File: config.mk
export PLATFORM = sky130hd
export DESIGN_NAME = vend_ctrl_multi
export DESIGN_NICKNAME = d
export VERILOG_FILES = /design/src/rtl/vend_ctrl_multi.sv
export SDC_FILE = /design/constraint.sdc
export NUM_CORES = 1
export LEC_CHECK = 0
export CAP_MARGIN = 0
export CORE_ASPECT_RATIO = 0.6
export CORE_MARGIN = 10
export CORE_UTILIZATION = 53
export DETAILED_ROUTE_END_ITERATION = 8
export PLACE_DENSITY = 0.78
export SYNTH_ARGS = -nofsm -noshare
export SYNTH_HDL_FRONTEND = slang
export SYNTH_SLANG_ARGS = --single-unit
export TNS_END_PERCENT = 50
File: constraint.sdc
create_clock -name clk -period 4.16 [get_ports clk]
set_input_delay 0.832 -clock clk [delete_from_list [all_inputs] [get_ports clk]]
set_output_delay 0.832 -clock clk [all_outputs]
set_load 0.005 [all_outputs]
File: src/rtl/vend_ctrl_multi.sv
`default_nettype none
// ============================================================================
// Module      : vend_ctrl_multi
// Description : Multi-product vending controller with price table, credit
//               ceiling, idle auto-refund and greedy valid/ready change output.
// Revision    : 1.0 - initial release
// ============================================================================
module vend_ctrl_multi #(
    parameter int                      N_PROD      = 8,
    parameter int                      PROD_W      = 4,
    parameter int                      VAL_W       = 11,
    parameter logic [N_PROD*VAL_W-1:0] PRICES      = {11'd25, 11'd20, 11'd15, 11'd12,
                                                      11'd10, 11'd7,  11'd5,  11'd3},
    parameter int                      COIN_N      = 3,
    parameter logic [COIN_N*VAL_W-1:0] COIN_VAL    = {11'd1, 11'd5, 11'd10},
    parameter int                      MAX_CREDIT  = 100,
    parameter int                      TIMEOUT_CYC = 500000000
) (
    input  logic                        clk,
    input  logic                        rst,
    input  logic                        sel_valid,
    input  logic [PROD_W-1:0]           sel_id,
    input  logic                        coin_valid,
    input  logic [$clog2(COIN_N)-1:0]   coin_idx,
    input  logic                        pay_req,
    input  logic                        cancel,
    input  logic                        chg_ready,
    output logic [PROD_W-1:0]           product_number,
    output logic [VAL_W-1:0]            coin_val_sum,
    output logic                        nonenough_flag,
    output logic                        coin_ov_flag,
    output logic                        coin_reject,
    output logic                        if_coin_flag,
    output logic                        if_pay_flag,
    output logic                        if_charge_flag,
    output logic                        vend_valid,
    output logic [PROD_W-1:0]           vend_id,
    output logic                        chg_valid,
    output logic [$clog2(COIN_N)-1:0]   chg_idx,
    output logic                        chg_residue
);

    localparam int IDX_W = $clog2(COIN_N);

    localparam logic [2:0] c_st_idle     = 3'd0;
    localparam logic [2:0] c_st_coin     = 3'd1;
    localparam logic [2:0] c_st_vend     = 3'd2;
    localparam logic [2:0] c_st_chg_sel  = 3'd3;
    localparam logic [2:0] c_st_chg_wait = 3'd4;

    localparam logic [VAL_W:0]    c_max_credit = (VAL_W+1)'(MAX_CREDIT);
    localparam logic [31:0]       c_tmo_last   = 32'(TIMEOUT_CYC - 1);
    localparam logic [PROD_W-1:0] c_n_prod     = PROD_W'(N_PROD);

    logic [2:0]        r_state, w_state_nxt;
    logic [VAL_W-1:0]  r_credit, w_credit_nxt;
    logic [PROD_W-1:0] r_prod, w_prod_nxt;
    logic [31:0]       r_tmo, w_tmo_nxt;
    logic              r_nonenough, w_nonenough_nxt;
    logic              r_coin_ov, w_coin_ov_nxt;
    logic              r_coin_reject, w_coin_reject_nxt;
    logic              r_if_coin, w_if_coin_nxt;
    logic              r_if_pay, w_if_pay_nxt;
    logic              r_if_charge, w_if_charge_nxt;
    logic              r_vend_valid, w_vend_valid_nxt;
    logic [PROD_W-1:0] r_vend_id, w_vend_id_nxt;
    logic              r_chg_valid, w_chg_valid_nxt;
    logic [IDX_W-1:0]  r_chg_idx, w_chg_idx_nxt;
    logic              r_chg_residue, w_chg_residue_nxt;

    logic              w_coin_ok;
    logic [VAL_W-1:0]  w_coin_amt;
    logic [VAL_W:0]    w_sum;
    logic              w_fit;
    logic [VAL_W-1:0]  w_price;
    logic              w_pick_ok;
    logic [IDX_W-1:0]  w_pick_idx;
    logic [VAL_W-1:0]  w_chg_amt;
    logic              w_sel_ok;
    logic              w_coin_take;

    // Table lookups: inserted coin, selected price, dispensed coin, and the
    // largest denomination that still fits the remaining credit.
    always_comb begin
        w_coin_ok  = 1'b0;
        w_coin_amt = '0;
        w_chg_amt  = '0;
        for (int i = 0; i < COIN_N; i++) begin
            if (int'(coin_idx) == i) begin
                w_coin_ok  = 1'b1;
                w_coin_amt = COIN_VAL[i*VAL_W +: VAL_W];
            end
            if (int'(r_chg_idx) == i) begin
                w_chg_amt = COIN_VAL[i*VAL_W +: VAL_W];
            end
        end
        w_price = '0;
        for (int k = 1; k <= N_PROD; k++) begin
            if (int'(r_prod) == k) begin
                w_price = PRICES[(k-1)*VAL_W +: VAL_W];
            end
        end
        w_pick_ok  = 1'b0;
        w_pick_idx = '0;
        for (int i = COIN_N - 1; i >= 0; i--) begin
            if (COIN_VAL[i*VAL_W +: VAL_W] <= r_credit) begin
                w_pick_ok  = 1'b1;
                w_pick_idx = IDX_W'(i);
            end
        end
    end

    assign w_sum       = {1'b0, r_credit} + {1'b0, w_coin_amt};
    assign w_fit       = (w_sum <= c_max_credit);
    assign w_sel_ok    = sel_valid && (sel_id != '0) && (sel_id <= c_n_prod);
    assign w_coin_take = coin_valid && !cancel && !pay_req && w_coin_ok && w_fit;

    always_comb begin
        w_state_nxt       = r_state;
        w_credit_nxt      = r_credit;
        w_prod_nxt        = r_prod;
        w_tmo_nxt         = r_tmo;
        w_nonenough_nxt   = 1'b0;
        w_coin_ov_nxt     = 1'b0;
        w_coin_reject_nxt = 1'b0;
        w_vend_valid_nxt  = 1'b0;
        w_vend_id_nxt     = '0;
        w_chg_valid_nxt   = r_chg_valid;
        w_chg_idx_nxt     = r_chg_idx;
        w_chg_residue_nxt = 1'b0;

        case (r_state)
            c_st_idle: begin
                w_coin_reject_nxt = coin_valid;
                if (w_sel_ok) begin
                    w_prod_nxt  = sel_id;
                    w_tmo_nxt   = '0;
                    w_state_nxt = c_st_coin;
                end
            end
            c_st_coin: begin
                // Any coin not credited this cycle is reported back, whether
                // refused at the ceiling, unknown, or dropped by priority.
                w_coin_reject_nxt = coin_valid && !w_coin_take;
                w_coin_ov_nxt     = coin_valid && !cancel && !pay_req && w_coin_ok && !w_fit;
                if (cancel) begin
                    w_state_nxt = c_st_chg_sel;
                end else if (pay_req) begin
                    w_tmo_nxt = '0;
                    if ({1'b0, r_credit} >= {1'b0, w_price}) begin
                        w_state_nxt      = c_st_vend;
                        w_vend_valid_nxt = 1'b1;
                        w_vend_id_nxt    = r_prod;
                    end else begin
                        w_nonenough_nxt = 1'b1;
                    end
                end else if (w_coin_take) begin
                    w_credit_nxt = w_sum[VAL_W-1:0];
                    w_tmo_nxt    = '0;
                end else if (w_sel_ok && !coin_valid) begin
                    w_prod_nxt = sel_id;
                    w_tmo_nxt  = '0;
                end else if (r_tmo == c_tmo_last) begin
                    w_state_nxt = c_st_chg_sel;
                end else begin
                    w_tmo_nxt = r_tmo + 32'd1;
                end
            end
            c_st_vend: begin
                w_coin_reject_nxt = coin_valid;
                w_credit_nxt      = r_credit - w_price;
                w_state_nxt       = c_st_chg_sel;
            end
            c_st_chg_sel: begin
                w_coin_reject_nxt = coin_valid;
                if (r_credit == '0) begin
                    w_prod_nxt  = '0;
                    w_state_nxt = c_st_idle;
                end else if (w_pick_ok) begin
                    w_chg_valid_nxt = 1'b1;
                    w_chg_idx_nxt   = w_pick_idx;
                    w_state_nxt     = c_st_chg_wait;
                end else begin
                    w_chg_residue_nxt = 1'b1;
                    w_credit_nxt      = '0;
                    w_prod_nxt        = '0;
                    w_state_nxt       = c_st_idle;
                end
            end
            c_st_chg_wait: begin
                w_coin_reject_nxt = coin_valid;
                if (chg_ready) begin
                    w_credit_nxt    = r_credit - w_chg_amt;
                    w_chg_valid_nxt = 1'b0;
                    w_state_nxt     = c_st_chg_sel;
                end
            end
            default: begin
                w_state_nxt     = c_st_idle;
                w_prod_nxt      = '0;
                w_chg_valid_nxt = 1'b0;
            end
        endcase

        w_if_coin_nxt   = (w_state_nxt == c_st_coin);
        w_if_pay_nxt    = (w_state_nxt == c_st_vend);
        w_if_charge_nxt = (w_state_nxt == c_st_chg_sel) || (w_state_nxt == c_st_chg_wait);
    end

    always_ff @(posedge clk) begin
        if (rst) begin
            r_state       <= c_st_idle;
            r_credit      <= '0;
            r_prod        <= '0;
            r_tmo         <= '0;
            r_nonenough   <= 1'b0;
            r_coin_ov     <= 1'b0;
            r_coin_reject <= 1'b0;
            r_if_coin     <= 1'b0;
            r_if_pay      <= 1'b0;
            r_if_charge   <= 1'b0;
            r_vend_valid  <= 1'b0;
            r_vend_id     <= '0;
            r_chg_valid   <= 1'b0;
            r_chg_idx     <= '0;
            r_chg_residue <= 1'b0;
        end else begin
            r_state       <= w_state_nxt;
            r_credit      <= w_credit_nxt;
            r_prod        <= w_prod_nxt;
            r_tmo         <= w_tmo_nxt;
            r_nonenough   <= w_nonenough_nxt;
            r_coin_ov     <= w_coin_ov_nxt;
            r_coin_reject <= w_coin_reject_nxt;
            r_if_coin     <= w_if_coin_nxt;
            r_if_pay      <= w_if_pay_nxt;
            r_if_charge   <= w_if_charge_nxt;
            r_vend_valid  <= w_vend_valid_nxt;
            r_vend_id     <= w_vend_id_nxt;
            r_chg_valid   <= w_chg_valid_nxt;
            r_chg_idx     <= w_chg_idx_nxt;
            r_chg_residue <= w_chg_residue_nxt;
        end
    end

    assign product_number = r_prod;
    assign coin_val_sum   = r_credit;
    assign nonenough_flag = r_nonenough;
    assign coin_ov_flag   = r_coin_ov;
    assign coin_reject    = r_coin_reject;
    assign if_coin_flag   = r_if_coin;
    assign if_pay_flag    = r_if_pay;
    assign if_charge_flag = r_if_charge;
    assign vend_valid     = r_vend_valid;
    assign vend_id        = r_vend_id;
    assign chg_valid      = r_chg_valid;
    assign chg_idx        = r_chg_idx;
    assign chg_residue    = r_chg_residue;

endmodule
`default_nettype wire
==> results.json <==
{
  "final_area_um2": 5790,
  "powerDensity_nw_per_um2": 427,
  "crit_fanout": 8,
  "grt_max_degree": 32,
  "diodes": 0,
  "worstSetupEndpointType": "flip-flop",
  "dieHeight_um": 91.9,
  "ant_nets": 0,
  "period_needed_ns": 3.85,
  "fp.dieW_um": 140,
  "cts_tree": "done",
  "gp_congestion": 0.922,
  "synth_nets": 618,
  "ys_seq_area_frac": 0.285,
  "final_cells": 770,
  "clock_skew_ns": 0.00604,
  "ios": 43,
  "finalHoldViolations": 0,
  "place_ws_ns": -0.514,
  "ys_seq_elements": 65,
  "drc_errors": 0,
  "antenna_found_initial": 0,
  "fmax_ghz": 0.260,
  "period_share": 0.926,
  "die_area_um2": 12900,
  "drt-total-wl_um": 14200,
  "finalSetupViolations": 0,
  "clockRootBuffer": "clkbuf_16",
  "power_mw": 2.47,
  "drive_gt1_frac": 0.153,
  "status": "finished clean",
  "ys.flop_type": "dfxtp_1",
  "critPathLaunchType": "input pin",
  "ys_async_sr_fraction": 0,
  "hold_class": "flip-flop to flip-flop",
  "crit_arrival_ns": 4.07,
  "overflow": 0,
  "slew_violations": 0,
  "row_count": 26,
  "slowest_delay_ns": 0.58,
  "leakagePower_nw": 2.39,
  "setup_slack_ns": 0.309,
  "first_pass_iters": 5,
  "cts_sinks": 65,
  "grt.total_usage": 0.205,
  "clock_latency_ns": 0.34,
  "critPathTopFamily": "compound AO/OA/AOI/OAI gates",
  "cpMostUsedCell": "or4_4",
  "grt_pass1_vias": 4178,
  "dpl_cell_area_um2": 5290,
  "grt_pass1_wl_um": 22100,
  "htreeDepth": 3,
  "synth_cell_types": 67,
  "vias": 4952,
  "port_buffers": 42,
  "critical_path_class": "input pin to flip-flop",
  "crit_slowest_cell": "or4_4",
  "fin_setup_tns_ns": 0,
  "fin_hold_ws_ns": 0.526,
  "drtIter0Drc": 590,
  "crit_required_ns": 4.38,
  "synth_area_um2": 4570,
  "clk_pin_slew_ns": 0.06,
  "cts_buffer_depth": 2,
  "layout.nets": 687,
  "final_util": 0.684,
  "rsz0062_at_grt": "no",
  "crit_buf_inv": 4,
  "ir_drop_v": 0.000229,
  "wire_per_inst_um": 18.5,
  "syn_avg_cell_area_um2": 7.82,
  "coreArea_um2": 8460,
  "synthToLayoutAreaGrowth_pct": 26.7,
  "postSynthCellCount": 584,
  "start_util": 0.540,
  "viasPerCell": 6.43,
  "yosys_warnings": 0,
  "numCtsBuffers": 9,
  "dp_hpwl_um": 10100,
  "slew_headroom": 0.589,
  "worstPathCellList": "dlymetal6s2s_1, buf_4, ha_2, ha_4, buf_6, nand2_2, o311ai_4, mux2i_1, or4_4, a311oi_4, or4_4, a31oi_4, clkbuf_16, a221o_1",
  "drv_cap": 0,
  "worst_pin_slew_ns": 0.614,
  "synth_edf_count": 0,
  "placed_cells": 745
}
==> where the power goes <==
group | internal, mW | switching, mW | leakage (nW)
combinational | 0.449 | 0.586 | 1.73
sequential | 0.658 | 0.0850 | 0.525
clock | 0.401 | 0.295 | 0.128
total | 1.51 | 0.966 | 2.39
==> per-layer routing <==
metal | wire (um) | vias up | GRT usage | part of all wire
li1 | - | 2332 | - | -
met1 | 7110 | 2306 | 0.321 | 0.50
met2 | 5430 | 283 | 0.259 | 0.38
met3 | 1520 | 31 | 0.0587 | 0.11
met4 | 178 | 0 | 0.0479 | 0.012
met5 | 0 | - | 0 | 0
==> worst register-to-register path, cell delays in order (launching register included) <==
cell       delay (ns)
dfxtp_1          0.58
ha_4             0.28
buf_6            0.13
a31o_2           0.26
a21oi_2          0.16
o211ai_1         0.14
or4_4            0.53
a311oi_4         0.34
or4_4            0.22
a31oi_4          0.15
clkbuf_16        0.25
a221o_1          0.34
==> synth_stat cells, types with 12 or more instances <==
cell,count,area (um^2)
nor2_1,71,267
ha_1,19,238
nand2_1,40,150
a21oi_1,34,170
inv_1,24,90.1
o21ai_0,22,110
nand3_1,23,115
a221o_1,32,320
or3_1,12,75.1
clkbuf_1,18,67.6
dfxtp_1,65,1300
nor3_1,17,85.1
and3_1,33,206
==> state kept, by name, indices dropped and copies added, names as in the netlist, 2 cells and up <==
register / flops
vend_id: 4
product_number: 4
r_tmo: 32
coin_val_sum: 11
r_state: 3
chg_idx: 2
==> layout by cell type (no fill, tap or decap), types with 6 or more instances in the layout <==
cell type / synthesis / routed
nor3_1: 17 / 16
nand3b_1: 7 / 7
inv_1: 24 / 23
a21oi_1: 34 / 33
or2_2: 7 / 7
clkdlybuf4s50_1: 0 / 40
a221o_1: 32 / 32
a21o_1: 7 / 6
clkbuf_16: 0 / 11
nand4_1: 9 / 9
ha_1: 19 / 13
nor2b_1: 10 / 10
buf_4: 1 / 40
or3_1: 12 / 11
nand2b_1: 9 / 9
and3_1: 33 / 33
a31oi_1: 8 / 8
nand2_1: 40 / 39
nor4_1: 7 / 7
o21ai_0: 22 / 22
dfxtp_1: 65 / 65
nor2_1: 71 / 71
and2_1: 8 / 8
nand3_1: 23 / 23
==> final cells by class <==
type | instances | area (um^2)
multi-input cells | 461 | 3130
fillers | 690 | 2670
flip-flops and latches | 65 | 1300
repair buffers | 90 | 852
clock buffers | 9 | 225
well taps | 112 | 140
inverters | 26 | 97.6
clock inverters | 7 | 46.3
==> timing repair <==
action | in CTS | in global routing
hold buffers | 0 | 0
setup buffers | 2 | 4
resized for setup | 5 | 18
cloned | 0 | 3
pin swaps | 5 | 10
endpoints found under the setup margin | 32 | 44
hold endpoints to repair | 0 | 0
==> cells by family after synthesis <==
group           Yosys count  share of synthesized area
compound gates          147                      0.243
xor+xnor                 10                     0.0192
fa+ha+maj                21                     0.0608
buf+inv                  58                     0.0559
flops                    65                      0.285
mux                       7                     0.0164
other cells               1                   0.000821
simple gates            275                      0.319
==> path summary, 6_finish.rpt <==
check                        from        end  slack, ns  cells past startpoint
setup / recovery      coin_idx[0]   r_tmo[6]       0.31                     14
hold / removal          chg_valid  chg_valid       0.53                      2
setup reg to reg  coin_val_sum[2]   r_tmo[6]       0.67                     11
hold reg to reg         chg_valid  chg_valid       0.53                      2
(Power assumes the default switching activity.)
